### src/rtl/ram_share_pkg.sv
// rtl/ram_share_pkg.sv - shared constants and types for the RAM share controller
package ram_share_pkg;

  localparam int ADDR_W = 5;
  localparam int DATA_W = 4;
  localparam int DEPTH  = 2 ** ADDR_W;

  typedef enum logic [1:0] {
    ST_CLEAR = 2'd0,
    ST_IDLE  = 2'd1,
    ST_ISSUE = 2'd2,
    ST_RESP  = 2'd3
  } state_e;

  typedef enum logic {
    REQ_P0 = 1'b0,
    REQ_P1 = 1'b1
  } req_idx_e;

endpackage

### src/rtl/rr_arb2.sv
// rtl/rr_arb2.sv - two-input round-robin arbiter; remembers the last granted port
module rr_arb2
  import ram_share_pkg::*;
(
  input  logic       clock_i,
  input  logic       resetn_i,
  input  logic       req0_i,
  input  logic       req1_i,
  input  logic       gnt_en_i,
  output logic [1:0] gnt_o
);

  req_idx_e last_q;

  // On a tie the port that was not served last wins; reset favours port 0.
  always_comb begin
    gnt_o = 2'b00;
    if (gnt_en_i) begin
      if (req0_i && req1_i) begin
        gnt_o = (last_q == REQ_P1) ? 2'b01 : 2'b10;
      end else begin
        gnt_o = {req1_i, req0_i};
      end
    end
  end

  always_ff @(posedge clock_i) begin
    if (!resetn_i) begin
      last_q <= REQ_P1;
    end else if (gnt_o[1]) begin
      last_q <= REQ_P1;
    end else if (gnt_o[0]) begin
      last_q <= REQ_P0;
    end
  end

endmodule

### src/rtl/ram_share_ctrl.sv
// rtl/ram_share_ctrl.sv - shares one single-port RAM between two requesters
// Optional post-reset clear sweep: RAM_SHARE_CLEAR_EN
module ram_share_ctrl #(
  parameter int ADDR_W = ram_share_pkg::ADDR_W,
  parameter int DATA_W = ram_share_pkg::DATA_W
`ifdef RAM_SHARE_CLEAR_EN
  ,
  parameter logic [DATA_W-1:0] CLEAR_VAL = '0
`endif
) (
  input  logic              clock,
  input  logic              resetn,
  input  logic              req0,
  input  logic              req1,
  input  logic              we0,
  input  logic              we1,
  input  logic [ADDR_W-1:0] addr0,
  input  logic [ADDR_W-1:0] addr1,
  input  logic [DATA_W-1:0] wdata0,
  input  logic [DATA_W-1:0] wdata1,
  output logic              ack0,
  output logic              ack1,
  output logic              rvalid0,
  output logic              rvalid1,
  output logic [DATA_W-1:0] rdata,
  output logic              busy,
  output logic [ADDR_W-1:0] mem_address,
  output logic [DATA_W-1:0] mem_data,
  output logic              mem_wren,
  input  logic [DATA_W-1:0] mem_q
);

  import ram_share_pkg::*;

  state_e            state_q;
  req_idx_e          win_q;
  logic              hold_we_q;
  logic [ADDR_W-1:0] hold_addr_q;
  logic [DATA_W-1:0] hold_wdata_q;
  logic              ack0_q;
  logic              ack1_q;
  logic              rvalid0_q;
  logic              rvalid1_q;
  logic              wren_q;
  logic [1:0]        gnt;

`ifdef RAM_SHARE_CLEAR_EN
  localparam logic [ADDR_W-1:0] CLR_LAST = '1;
  logic [ADDR_W-1:0] clr_cnt_q;
  logic              busy_q;
`endif

  rr_arb2 u_arb (
    .clock_i  (clock),
    .resetn_i (resetn),
    .req0_i   (req0),
    .req1_i   (req1),
    .gnt_en_i (state_q == ST_IDLE),
    .gnt_o    (gnt)
  );

  always_ff @(posedge clock) begin
    if (!resetn) begin
`ifdef RAM_SHARE_CLEAR_EN
      state_q   <= ST_CLEAR;
      clr_cnt_q <= '0;
      busy_q    <= 1'b1;
      wren_q    <= 1'b1;
`else
      state_q   <= ST_IDLE;
      wren_q    <= 1'b0;
`endif
      win_q        <= REQ_P0;
      hold_we_q    <= 1'b0;
      hold_addr_q  <= '0;
      hold_wdata_q <= '0;
      ack0_q       <= 1'b0;
      ack1_q       <= 1'b0;
      rvalid0_q    <= 1'b0;
      rvalid1_q    <= 1'b0;
    end else begin
      ack0_q    <= 1'b0;
      ack1_q    <= 1'b0;
      rvalid0_q <= 1'b0;
      rvalid1_q <= 1'b0;
      wren_q    <= 1'b0;
      case (state_q)
`ifdef RAM_SHARE_CLEAR_EN
        ST_CLEAR: begin
          if (clr_cnt_q == CLR_LAST) begin
            state_q <= ST_IDLE;
            busy_q  <= 1'b0;
          end else begin
            clr_cnt_q <= clr_cnt_q + 1'b1;
            wren_q    <= 1'b1;
          end
        end
`endif
        ST_IDLE: begin
          if (gnt != 2'b00) begin
            state_q      <= ST_ISSUE;
            win_q        <= gnt[1] ? REQ_P1 : REQ_P0;
            hold_we_q    <= gnt[1] ? we1 : we0;
            hold_addr_q  <= gnt[1] ? addr1 : addr0;
            hold_wdata_q <= gnt[1] ? wdata1 : wdata0;
            wren_q       <= gnt[1] ? we1 : we0;
            ack0_q       <= gnt[0];
            ack1_q       <= gnt[1];
          end
        end
        ST_ISSUE: begin
          // RAM samples the address at the end of this cycle; data shows up in RESP.
          state_q   <= ST_RESP;
          rvalid0_q <= !hold_we_q && (win_q == REQ_P0);
          rvalid1_q <= !hold_we_q && (win_q == REQ_P1);
        end
        ST_RESP: state_q <= ST_IDLE;
        default: state_q <= ST_IDLE;
      endcase
    end
  end

  always_comb begin
    mem_address = '0;
    mem_data    = '0;
    if (state_q == ST_ISSUE) begin
      mem_address = hold_addr_q;
      mem_data    = hold_wdata_q;
    end
`ifdef RAM_SHARE_CLEAR_EN
    else if (state_q == ST_CLEAR) begin
      mem_address = clr_cnt_q;
      mem_data    = CLEAR_VAL;
    end
`endif
  end

`ifdef RAM_SHARE_CLEAR_EN
  assign busy = busy_q;
`else
  assign busy = 1'b0;
`endif

  assign mem_wren = wren_q;
  assign ack0     = ack0_q;
  assign ack1     = ack1_q;
  assign rvalid0  = rvalid0_q;
  assign rvalid1  = rvalid1_q;
  assign rdata    = mem_q;

endmodule

### config.mk
export PLATFORM = sky130hd
export DESIGN_NAME = ram_share_ctrl
export DESIGN_NICKNAME = d
export VERILOG_FILES = /design/src/rtl/ram_share_pkg.sv /design/src/rtl/rr_arb2.sv /design/src/rtl/ram_share_ctrl.sv
export SDC_FILE = /design/constraint.sdc
export NUM_CORES = 1
export LEC_CHECK = 0
export ABC_AREA = 1
export CAP_MARGIN = 0
export CORE_MARGIN = 8
export CORE_UTILIZATION = 42
export CTS_BUF_LIST = sky130_fd_sc_hd__clkbuf_8
export DETAILED_ROUTE_END_ITERATION = 8
export MAX_ROUTING_LAYER = met4
export PLACE_DENSITY = 0.82
export REMOVE_ABC_BUFFERS = 1
export SYNTH_ARGS = -nofsm -noshare
export SYNTH_HDL_FRONTEND = slang
export SYNTH_SLANG_ARGS = --single-unit
### constraint.sdc
create_clock -name clock -period 1.5 [get_ports clock]
set_input_delay 0.225 -clock clock [delete_from_list [all_inputs] [get_ports clock]]
set_output_delay 0.225 -clock clock [all_outputs]
set_load 0.05 [all_outputs]
-- Word-level counts from Yosys, hierarchy flattened
Index checks and enable logic that the tools add are counted.
- eq/ne operators: 3
- multiplexer cells: 11
- bitwise operators: 2
- reductions and logical operators: 9
- operators by type and width (cell ; number):
    $mux W5 ; 2
    $mux W2 ; 4
    $mux W4 ; 2
    $pmux W2 S2 ; 1
    $reduce_and A2 Y1 ; 2
    $logic_and A1 B1 Y1 ; 3
    $reduce_and A3 Y1 ; 1
    $eq A2 B1 Y1 const B ; 1
    $eq A2 B2 Y1 const B ; 1
    $mux W1 ; 2
    $ne A2 B2 Y1 const B ; 1
    $not A1 Y1 ; 2
    $reduce_bool A2 Y1 ; 1
    $reduce_or A2 Y1 ; 1
    $logic_not A1 Y1 ; 1
- register bits: 19
- input bits: 28
- word-level logic and storage cells: 36

-- Logic depth before layout (Yosys ltp)
- depth after elaboration: 6
- mapped depth: 9
- depth with buffers taken out: 8

-- Hierarchy
A second synthesis with hierarchy kept.
- cell total of the unflattened synthesis: 168
- area total of the unflattened synthesis: 1066.0 µm²
- by module, submodules not included (module ; times used ; cells an instance ; area an instance (µm²) ; seq. area each (µm²)):
    ram_share_ctrl ; 1 ; 157 ; 998.5 ; 360.3
    rr_arb2 ; 1 ; 11 ; 67.6 ; 20.0

-- Worst setup path before layout
Ideal clock, no wire load.
- path type: register to output
- from: reg state_q[0]
- to: out mem_address[0]
- data arrival time: 1.026 ns
- required time: 1.275 ns
- setup slack: 0.249 ns
- cell stages (with the launch flop): 6
- cell sequence: dfxtp_1 > inv_1 > ha_1 > buf_2 > nand2_1 > inv_1
- word-level cells in the longest chain between the ends: 2
- ends and longest elaborated chain (element ; line ; text):
    from (decl) ; ram_share_ctrl.sv:35 ; state_e state_q;
    from (signal assigned) ; ram_share_ctrl.sv:70 ; state_q <= ST_IDLE;
    from (signal assigned) ; ram_share_ctrl.sv:101 ; state_q <= ST_ISSUE;
    from (signal assigned) ; ram_share_ctrl.sv:113 ; state_q <= ST_RESP;
    $eq A2 B2 Y1 ; ram_share_ctrl.sv:126 ; if (state_q == ST_ISSUE) begin
    $mux W5 ; ram_share_ctrl.sv:126 ;
    to (decl) ; ram_share_ctrl.sv:27 ; output logic [ADDR_W-1:0] mem_address,
Every way passes these cells.

-- Final worst setup path
- from: reg state_q[0]
- to: out mem_data[2]
- word-level cells in the longest chain between the ends: 2
- ends and longest elaborated chain (element ; line ; text):
    $eq A2 B2 Y1 ; ram_share_ctrl.sv:126 ;
    $mux W4 ; ram_share_ctrl.sv:126 ;
    to (decl) ; ram_share_ctrl.sv:28 ; output logic [DATA_W-1:0] mem_data,
Every way passes these cells.

==> metrics.log <==
INFO  metric numPlacedInstances = 201
INFO  metric timing.critical_path.from_type = flip-flop
INFO  metric cts_num_sinks = 19
INFO  metric detail_route.first_pass.iterations = 4
INFO  metric number_of_instances_in_the_synthesized_netlist = 142
INFO  metric grt_start_max_net_pins = 13
INFO  metric final_max_slew_viol_count = 0
INFO  metric maximum_number_of_buffers_from_clock_root_to_sink = 2
INFO  metric total_power = 1.99 mW
INFO  metric timing.rr.end = hold_addr_q[3]
INFO  metric globalplace.congestion = 0.856
INFO  metric i_o_pins = 47
INFO  metric globalRoute.totalOverflow = 0
INFO  metric area_growth = 50.2%
INFO  metric tritoncts = done
INFO  metric start_util = 45.2%
INFO  metric synth.top_cells.by_area = sky130_fd_sc_hd__dfxtp_1 38%, sky130_fd_sc_hd__nand3_1 14%, sky130_fd_sc_hd__nand2_1 12%
INFO  metric insertedDiodeCount = 0
INFO  metric synth_cell_types = 23
INFO  metric floorplan.die.width = 65.0 um
INFO  metric clk_pin_slew = 0.07 ns
INFO  metric wire_length_of_the_first_global_routing_pass = 4.82 mm
INFO  metric rsz_0062_raised_after_global_routing = true
INFO  metric synth-edff-count = 0
INFO  metric grt_antenna_before_repair = 0
INFO  metric drt-wirelength-per-cell = 13.0 um
INFO  metric mappedNetlistArea = 1010 sq um
INFO  metric critPathArrivalTime = 1.24 ns
INFO  metric final_stage_net_count = 210
INFO  metric most-common-layout-cells = 31 x sky130_fd_sc_hd__nand2_1, 28 x sky130_fd_sc_hd__nand3_1, 23 x sky130_fd_sc_hd__clkdlybuf4s50_1
INFO  metric yosysSeqAreaShare = 37.7%
INFO  metric critical_path_required = 1.27 ns
INFO  metric number_of_clock_buffers_inserted_by_tritoncts = 3
INFO  metric synth_top_flop_cell = sky130_fd_sc_hd__dfxtp_1
INFO  metric layout.cells.most_common = sky130_fd_sc_hd__nand2_1
INFO  metric die_h = 65.0 um
INFO  metric yosysWarningCount = 0
INFO  metric drt_first_iter_violations = 29
INFO  metric final.setup_skew = 0.00355 ns
INFO  metric finalSetupViolCount = 0
INFO  metric maxClockFrequency = 685 MHz
INFO  metric layout_worst_path_cycle_share = 97.4%
INFO  metric final_cells = 206
INFO  metric timing.critical_path.fanout_max = 10
INFO  metric async_flop_share = 0%
INFO  metric drt.antenna.violating_nets = 0
INFO  metric powerDensity = 1310 nW/um^2
INFO  metric grt_use_total = 14.1%
INFO  metric root_buffer = sky130_fd_sc_hd__clkbuf_8
INFO  metric rows = 17
INFO  metric preCtsSetupSlack = 0.0322 ns
INFO  metric setup.worst_path.class = flip-flop to output pin
INFO  metric crit_end = mem_data[2]
INFO  metric finalCriticalPeriod = 1.46 ns
INFO  metric setup_ws = 0.0396 ns
INFO  metric hpwlAfterDp = 2.16 mm
INFO  metric power.ir.vdd_worst = 0.000913 V
INFO  metric io_buffer_count = 37
INFO  metric post-route-drc-count = 0
INFO  metric r2r.worst_path.cells = 8
INFO  metric rrSetupSlack = 0.11 ns
INFO  metric placeableCoreArea = 2230 sq um
INFO  metric p_leak = 0.775 nW
INFO  metric result_of_the_run = completed
INFO  metric clk_latency = 0.26 ns
INFO  metric floorplan.die_area = 4230 sq um
INFO  metric crit_path_start = state_q[0]
INFO  metric post_synth.cell_area_avg = 7.11 sq um
INFO  metric end_kind = output pin
INFO  metric count_of_maximum_capacitance_violations = 0
INFO  metric drive_gt1_share = 26.4%
INFO  metric timing.final.hold_violations = 0
INFO  metric via_count_of_the_first_global_routing_pass = 1151
INFO  metric detail_route.wirelength = 2.68 mm
INFO  metric via_per_inst = 4.89
INFO  metric synth-seq-cells = 19
INFO  metric portion_of_synthesized_cell_area_occupied_by_the_leading_cell_type = 37.7%
INFO  metric hold_class = flip-flop to flip-flop
INFO  metric synth.largest_area_cell = sky130_fd_sc_hd__dfxtp_1
INFO  metric dr_total_vias = 1007
INFO  metric timing.rr.start = state_q[0]
INFO  metric htreeDepth = 1
## critical path, cell delays in order, from the launching register on
cell	delay (ns)
sky130_fd_sc_hd__dfxtp_2	0.33
sky130_fd_sc_hd__inv_1	0.05
sky130_fd_sc_hd__ha_1	0.19
sky130_fd_sc_hd__buf_6	0.14
sky130_fd_sc_hd__nand2_1	0.08
sky130_fd_sc_hd__inv_2	0.05
sky130_fd_sc_hd__buf_12	0.14
## synth_stat cells, types with 3 or more instances
cell and instances:
sky130_fd_sc_hd__buf_6 3, sky130_fd_sc_hd__buf_2 3, sky130_fd_sc_hd__nor2_1 3, sky130_fd_sc_hd__ha_1 3, sky130_fd_sc_hd__nand2_2 4, sky130_fd_sc_hd__nand2_1 33, sky130_fd_sc_hd__nand4_1 4, sky130_fd_sc_hd__buf_4 5
sky130_fd_sc_hd__inv_1 22, sky130_fd_sc_hd__dfxtp_1 19, sky130_fd_sc_hd__nand3_1 28
## worst min path at each step
stage             start        endpoint  slack, ns  depth (start not counted)
2_1_floorplan    resetn  hold_addr_q[0]       0.32                          2
3_3_place_gp      win_q         rvalid0       0.40                          1
3_5_place_dp      win_q         rvalid0       0.41                          1
4_1_cts           win_q         rvalid0       0.42                          1
5_1_grt        mem_q[0]        rdata[0]       0.45                          0
6_report          win_q         rvalid0       0.43                          1
## through the flow
step | utilization, % | TNS [ns] | hold WS (ns) | cell area (sq um)
global placement | 64.6 | 0 | 0.402 | 1440
global route | 67.9 | -0.136 | 0.450 | 1520
finish | 67.9 | 0 | 0.425 | 1520
floorplan | - | 0 | 0.323 | 923
CTS | 67.4 | 0 | 0.425 | 1510
detailed placement | 64.6 | 0 | 0.413 | 1440
## cell type report
cell class	count	area, sq um
Clock buffer	3	41.3
Clock inverter	1	7.51
Fill cell	192	717
Inverter	25	96.3
Multi-Input combinational cell	87	458
Sequential cell	19	382
Tap cell	28	35.0
Timing Repair Buffer	43	497
## timing repair
action / 4_1_cts / 5_1_grt
gates cloned: 0 / 0
setup endpoints to repair: 9 / 14
setup buffers: 1 / 0
gates resized for setup: 2 / 13
pin swaps: 0 / 0
hold buffers: 0 / 0
endpoints found under the hold margin: 0 / 0
## layer usage
| metal | track usage, % | wire [um] | vias up |
|---|---|---|---|
| met4 | 6.54 | 59 | 0 |
| met3 | 4.12 | 179 | 7 |
| met5 | - | 0 | - |
| met2 | 24.1 | 1320 | 39 |
| met1 | 14.6 | 1120 | 449 |
| li1 | - | - | 512 |
## sequential cells by signal, indices dropped and copies added, names as in the netlist
name / count
hold_we_q: 1
hold_addr_q: 5
win_q: 1
rvalid0: 1
state_q: 2
hold_wdata_q: 4
rvalid1: 1
mem_wren: 1
ack1: 1
ack0: 1
u_arb.last_q: 1
## logic make-up (layout without fill, tap and decap cells)
family	count (synthesis)	after routing	synth area share, %
other	1	1	0.371
and+or+nand+nor	78	78	37.2
buffers and inverters	36	72	18.0
adders and majority gates	3	3	3.72
DFF	19	19	37.7
AOI/OAI and AO/OA	5	5	3.10
## where the power goes
| part | internal (mW) | total [mW] | leakage (nW) | switching [mW] |
|---|---|---|---|---|
| Clock | 0.187 | 0.370 | 0.0217 | 0.183 |
| Combinational | 0.358 | 0.922 | 0.597 | 0.564 |
| Sequential | 0.631 | 0.694 | 0.156 | 0.0632 |
(Power assumes the default switching activity.)
